<file path="config.mk">
export PLATFORM = sky130hd
export DESIGN_NAME = mem2_stage
export DESIGN_NICKNAME = d
export VERILOG_FILES = /design/src/rtl/mem2_stage.sv
export SDC_FILE = /design/constraint.sdc
export NUM_CORES = 1
export LEC_CHECK = 0
export BUFFER_PORTS_ARGS = -buffer_cell sky130_fd_sc_hd__buf_2
export CORE_ASPECT_RATIO = 1.4
export CORE_MARGIN = 2
export CORE_UTILIZATION = 45
export DETAILED_ROUTE_END_ITERATION = 7
export PLACE_DENSITY = 0.77
export SETUP_SLACK_MARGIN = 0.5
export SLEW_MARGIN = 20
export SYNTH_ARGS = -nofsm -noshare
export SYNTH_HDL_FRONTEND = slang
export SYNTH_SLANG_ARGS = --single-unit
export TNS_END_PERCENT = 50
</file>
<file path="constraint.sdc">
create_clock -name clk -period 1.9 [get_ports clk]
set_input_delay 0 -clock clk [delete_from_list [all_inputs] [get_ports clk]]
set_output_delay 0 -clock clk [all_outputs]
set_load 0.02 [all_outputs]
</file>
<file path="src/rtl/mem2_stage.sv">
// mem2_stage: second memory pipeline stage of the integer pipe.
// Registers MEM results and waits for the Dcache read-data pulse. The pulse
// is held in a buffer so the load result survives pipeline freezes. Load data
// is aligned and extended here; the final writeback value and destination go
// to WB and the bypass network.
module mem2_stage (
    input  logic        clk,
    input  logic        resetn,
    input  logic        MEM2_Flush,
    input  logic        MEM2_Wr,
    input  logic [31:0] MEM_PC,
    input  logic [31:0] MEM_Result,
    input  logic [31:0] MEM_ALUOut,
    input  logic [4:0]  MEM_Dst,
    input  logic        MEM_RegWr,
    input  logic        MEM_ReadMem,
    input  logic        MEM_LoadSign,
    input  logic [1:0]  MEM_LoadSize,
    input  logic        MEM_ExcValid,
    input  logic        dcache_rvalid,
    input  logic [31:0] dcache_rdata,
    output logic        MEM2_StallReq,
    output logic [31:0] MEM2_PC,
    output logic [4:0]  MEM2_Dst,
    output logic        MEM2_RegWr,
    output logic [31:0] MEM2_WbData,
    output logic        MEM2_WbValid
);

    localparam int unsigned DW = 32;
    localparam int unsigned RW = 5;

    localparam logic [1:0] SZ_BYTE = 2'b00;
    localparam logic [1:0] SZ_HALF = 2'b01;

    typedef enum logic [1:0] {
        ST_IDLE = 2'b00,
        ST_WAIT = 2'b01,
        ST_HELD = 2'b10
    } state_t;

    // Stage register payload; only the low address bits matter for alignment.
    typedef struct packed {
        logic [DW-1:0] pc;
        logic [DW-1:0] result;
        logic [1:0]    off;
        logic [RW-1:0] dst;
        logic          regwr;
        logic          readmem;
        logic          sign;
        logic [1:0]    size;
    } stage_t;

    state_t        state_q;
    state_t        state_d;
    stage_t        stg_q;
    stage_t        stg_in;
    logic [DW-1:0] buf_q;

    logic          stall_c;
    logic          ld_en_c;
    logic          new_load_c;
    logic          buf_cap_c;
    logic [DW-1:0] raw_c;
    logic [7:0]    byte_c;
    logic [15:0]   half_c;
    logic [DW-1:0] load_data_c;

    // Upper address bits are not needed past MEM; fold them away explicitly.
    logic unused_c;
    assign unused_c = ^MEM_ALUOut[31:2];

    // Freeze request while a load is outstanding; same-cycle rvalid releases it.
    assign stall_c = (state_q == ST_WAIT) && !dcache_rvalid;

    // A stalled stage never loads, even if the hazard unit asserts MEM2_Wr.
    assign ld_en_c    = MEM2_Wr && !stall_c;
    assign new_load_c = MEM_ReadMem && !MEM_ExcValid;

    // Incoming stage payload with exception masking applied.
    always_comb begin
        stg_in         = '0;
        stg_in.pc      = MEM_PC;
        stg_in.result  = MEM_Result;
        stg_in.off     = MEM_ALUOut[1:0];
        stg_in.dst     = MEM_Dst;
        stg_in.regwr   = MEM_RegWr && !MEM_ExcValid;
        stg_in.readmem = new_load_c;
        stg_in.sign    = MEM_LoadSign;
        stg_in.size    = MEM_LoadSize;
    end

    // Stage register: flush clears, load enable captures, otherwise hold.
    always_ff @(posedge clk or negedge resetn) begin
        if (!resetn) begin
            stg_q <= '0;
        end else if (MEM2_Flush) begin
            stg_q <= '0;
        end else if (ld_en_c) begin
            stg_q <= stg_in;
        end
    end

    // Load FSM state register.
    always_ff @(posedge clk or negedge resetn) begin
        if (!resetn) begin
            state_q <= ST_IDLE;
        end else begin
            state_q <= state_d;
        end
    end

    // Load FSM next state and hold-buffer capture decision.
    always_comb begin
        state_d   = state_q;
        buf_cap_c = 1'b0;
        if (MEM2_Flush) begin
            state_d = ST_IDLE;
        end else if (ld_en_c) begin
            if (new_load_c) begin
                state_d   = dcache_rvalid ? ST_HELD : ST_WAIT;
                buf_cap_c = dcache_rvalid;
            end else begin
                state_d = ST_IDLE;
            end
        end else if ((state_q == ST_WAIT) && dcache_rvalid) begin
            state_d   = ST_HELD;
            buf_cap_c = 1'b1;
        end
    end

    // Hold buffer: keeps returned load data across pipeline freezes.
    always_ff @(posedge clk or negedge resetn) begin
        if (!resetn) begin
            buf_q <= '0;
        end else if (MEM2_Flush) begin
            buf_q <= '0;
        end else if (buf_cap_c) begin
            buf_q <= dcache_rdata;
        end
    end

    // Lane extraction and extension of load data.
    always_comb begin
        raw_c  = (state_q == ST_HELD) ? buf_q : dcache_rdata;
        byte_c = 8'(raw_c >> (8 * 32'(stg_q.off)));
        half_c = stg_q.off[1] ? raw_c[31:16] : raw_c[15:0];
        case (stg_q.size)
            SZ_BYTE: load_data_c = {{24{stg_q.sign & byte_c[7]}}, byte_c};
            SZ_HALF: load_data_c = {{16{stg_q.sign & half_c[15]}}, half_c};
            default: load_data_c = raw_c;
        endcase
    end

    // Stage outputs toward WB, bypass network and hazard unit.
    always_comb begin
        MEM2_StallReq = stall_c;
        MEM2_PC       = stg_q.pc;
        MEM2_Dst      = stg_q.dst;
        MEM2_RegWr    = stg_q.regwr;
        MEM2_WbData   = stg_q.readmem ? load_data_c : stg_q.result;
        MEM2_WbValid  = !stg_q.readmem
                     || (state_q == ST_HELD)
                     || ((state_q == ST_WAIT) && dcache_rvalid);
    end

endmodule

</file>
==> impl_metrics.json <==
{
  "place_inst": 963,
  "syn_area_um2": 5906,
  "ys_seq_area_share_pct": 46.61,
  "yosysWarningCount": 0,
  "syn_inst": 672,
  "worstMarginPinSlew_ns": 0.5641,
  "row_count": 49,
  "end_kind": "output port",
  "crit_slowest_cell": "mux4_2",
  "setup_slack_ns": -0.5265,
  "wl_per_cell_um": 20.79,
  "drc_errors": 0,
  "clock_sinks": 110,
  "crit_chain": "nand2b_4 > mux4_2 > a21oi_1 > o21ai_1 > a31o_2 > buf_2",
  "status": "finished, violations left",
  "vias": 6449,
  "syn_avg_cell_area_um2": 8.788,
  "synth_top_area_cell": "dfrtp_1",
  "gr-total-overflow": 0,
  "worstSetupStartpointType": "flop",
  "maxSlewViolCount": 0,
  "critPathMaxStageDelay_ns": 0.58,
  "r2r_slack_ns": -0.15,
  "max_slew_margin_pct": 62.26,
  "drive_above_1_share_pct": 38.26,
  "ios": 216,
  "via_per_inst": 5.758,
  "track_usage_pct": 30.27,
  "place_area_um2": 7082,
  "cp-endpoint": "MEM2_WbData[15]",
  "port_buffers": 185,
  "fin_area_um2": 9538,
  "ys_top_cells_by_area": "dfrtp_1 47%, nand2_1 11%, mux2i_1 8.8%",
  "coreArea_um2": 12810,
  "area_growth_pct": 61.50,
  "violations": "negative setup slack",
  "timing.final.crit_share_pct": 127.7,
  "fp.dieW_um": 100.8,
  "cts_buffers": 9,
  "num-nets-final": 1106,
  "crit_required_ns": 1.90,
  "first_iter_violations": 743,
  "totalWireLength_um": 23290,
  "hold_viol_final": 0,
  "reg2regPathDepth": 9,
  "r2r_end": "buf_q[23]",
  "drt_pass1_iterations": 6,
  "fillCellCount": 759,
  "crit_arrival_ns": 2.43,
  "grt_pass1_vias": 6472,
  "grt_pass1_wl_um": 33480,
  "root_buffer": "clkbuf_16",
  "async_reset_ff_share_pct": 100.0,
  "max_clock_freq_mhz": 412.1,
  "antenna_found_initial": 0,
  "min_path_type": "primary input to flop",
  "synth_edf_count": 0,
  "crit_type": "flop to output port",
  "setup_violations": 72,
  "floorplan.initialDensity_pct": 46.09,
  "synth_seq_cells": 110,
  "leakagePower_nw": 4.693,
  "fin_util_pct": 74.44,
  "cts.path.max_buffers": 2,
  "place.gp.congestion": 0.9451,
  "yosys.cell_types.count": 37,
  "layout_common_cells": "169 x nand2_1, 159 x buf_2, 109 x dlygate4sd3_1",
  "irDropWorstVdd_mv": 0.5211,
  "reg2reg_from": "state_q[1]",
  "startpoint": "state_q[1]",
  "die_y_um": 139.5,
  "powerDensity_nw_per_um2": 638.5,
  "final_common_cell": "nand2_1",
  "fin_cells": 1120,
  "worstSkewPairLatency_ns": 0.35,
  "syn_nets": 816,
  "period_needed_ns": 2.427,
  "drv_cap": 0,
  "synth_top_cell_area_share_pct": 46.61,
  "die_area_um2": 14070,
  "synth_flop_cell": "dfrtp_1",
  "h-tree-depth": 3,
  "rsz0062_at_grt": "yes",
  "ant_nets": 0,
  "clk_pin_slew_ns": 0.08,
  "place_hpwl_um": 12650,
  "grt_max_degree": 56,
  "diodes": 0,
  "skew_ns": 0.007942,
  "cts_tree": "yes",
  "cp_max_fo": 7
}
## state kept, by name, summed over array words and instances, names as in the netlist
name and cells:
state_q 2, MEM2_PC 32, stg_q 38, MEM2_Dst 5, MEM2_RegWr 1, buf_q 32
## metal layers
layer  global-route usage [%]  routed length (um)
met4                    16.29                1239
met3                    6.781                1893
met5                        0                   0
met1                    36.62                8367
met2                    49.58               11790
## layout make-up
type	count	area (um^2)	share of cell area [%]
multi-input cells	467	3147	32.99
repair buffers	365	3102	32.52
flip-flops and latches	110	2758	28.91
clock buffers	9	225.2	2.361
well taps	153	191.4	2.007
clock inverters	7	81.33	0.8527
inverters	9	33.78	0.3542
## cells in the mapped netlist, types with 3 or more instances
library cell and number:
dfrtp_1 110, a32oi_1 4, a21oi_1 90, buf_4 39, clkbuf_1 39, a221oi_2 3, inv_1 9, o21ai_0 20
mux2_2 12, nor2_1 46, o22ai_1 7, o211ai_1 6, nand3b_1 3, buf_2 5, nand2_1 176, nand3_1 3
a31oi_1 4, o22a_1 16, mux2i_1 52, nor2b_1 5
## report_power, final
part	switching [mW]	internal [mW]	total [mW]
Combinational	0.807	0.761	1.57
Sequential	0.0866	2.44	2.53
Clock	0.946	1.05	1.99
## how the worst min path moves through the flow
stage,start,to,slack (ns),cells after the start
global route,MEM2_Flush,stg_q[27],0.07,2
CTS,MEM2_Flush,stg_q[27],0.05,2
detailed placement,resetn,MEM2_Dst[0],-0.01,1
global placement,resetn,MEM2_Dst[0],-0.01,1
finish,MEM_RegWr,MEM2_RegWr,0.07,4
floorplan,resetn,MEM2_Dst[0],-0.30,0
## cells by family after synthesis
group	share of synthesized area, %
compound gates	16.72
simple gates	16.25
flops	46.61
mux	11.48
buf+inv	8.941
## critical path, delay by kind of cell (launching register included)
family | cells | cell delay (ns)
and+or+nand+nor | 1 | 0.19
muxes | 1 | 0.58
AOI/OAI and AO/OA | 3 | 0.65
DFF | 1 | 0.50
buffers and inverters | 1 | 0.16
## timing repair
item / CTS / global route
endpoints found under the setup margin: 143 / 144
setup buffers: 10 / 8
pin swaps: 20 / 22
gates cloned: 8 / 6
hold endpoints to repair: 140 / 0
gates resized for setup: 60 / 84
hold buffers: 109 / 0
## per-stage QoR
step                hold slack [ns]  setup WS [ns]  setup TNS, ns  power (mW)
detailed placement         -0.01010        -0.1302         -1.896       3.614
floorplan                   -0.2956         0.1006              0       3.215
CTS                         0.05094        -0.3827         -10.62       5.869
global route                0.06551        -0.5439         -17.07       6.285
finish                      0.06882        -0.5265         -14.74       6.090
global placement           -0.01323       -0.07918        -0.9296       3.596
(Power assumes the default switching activity.)
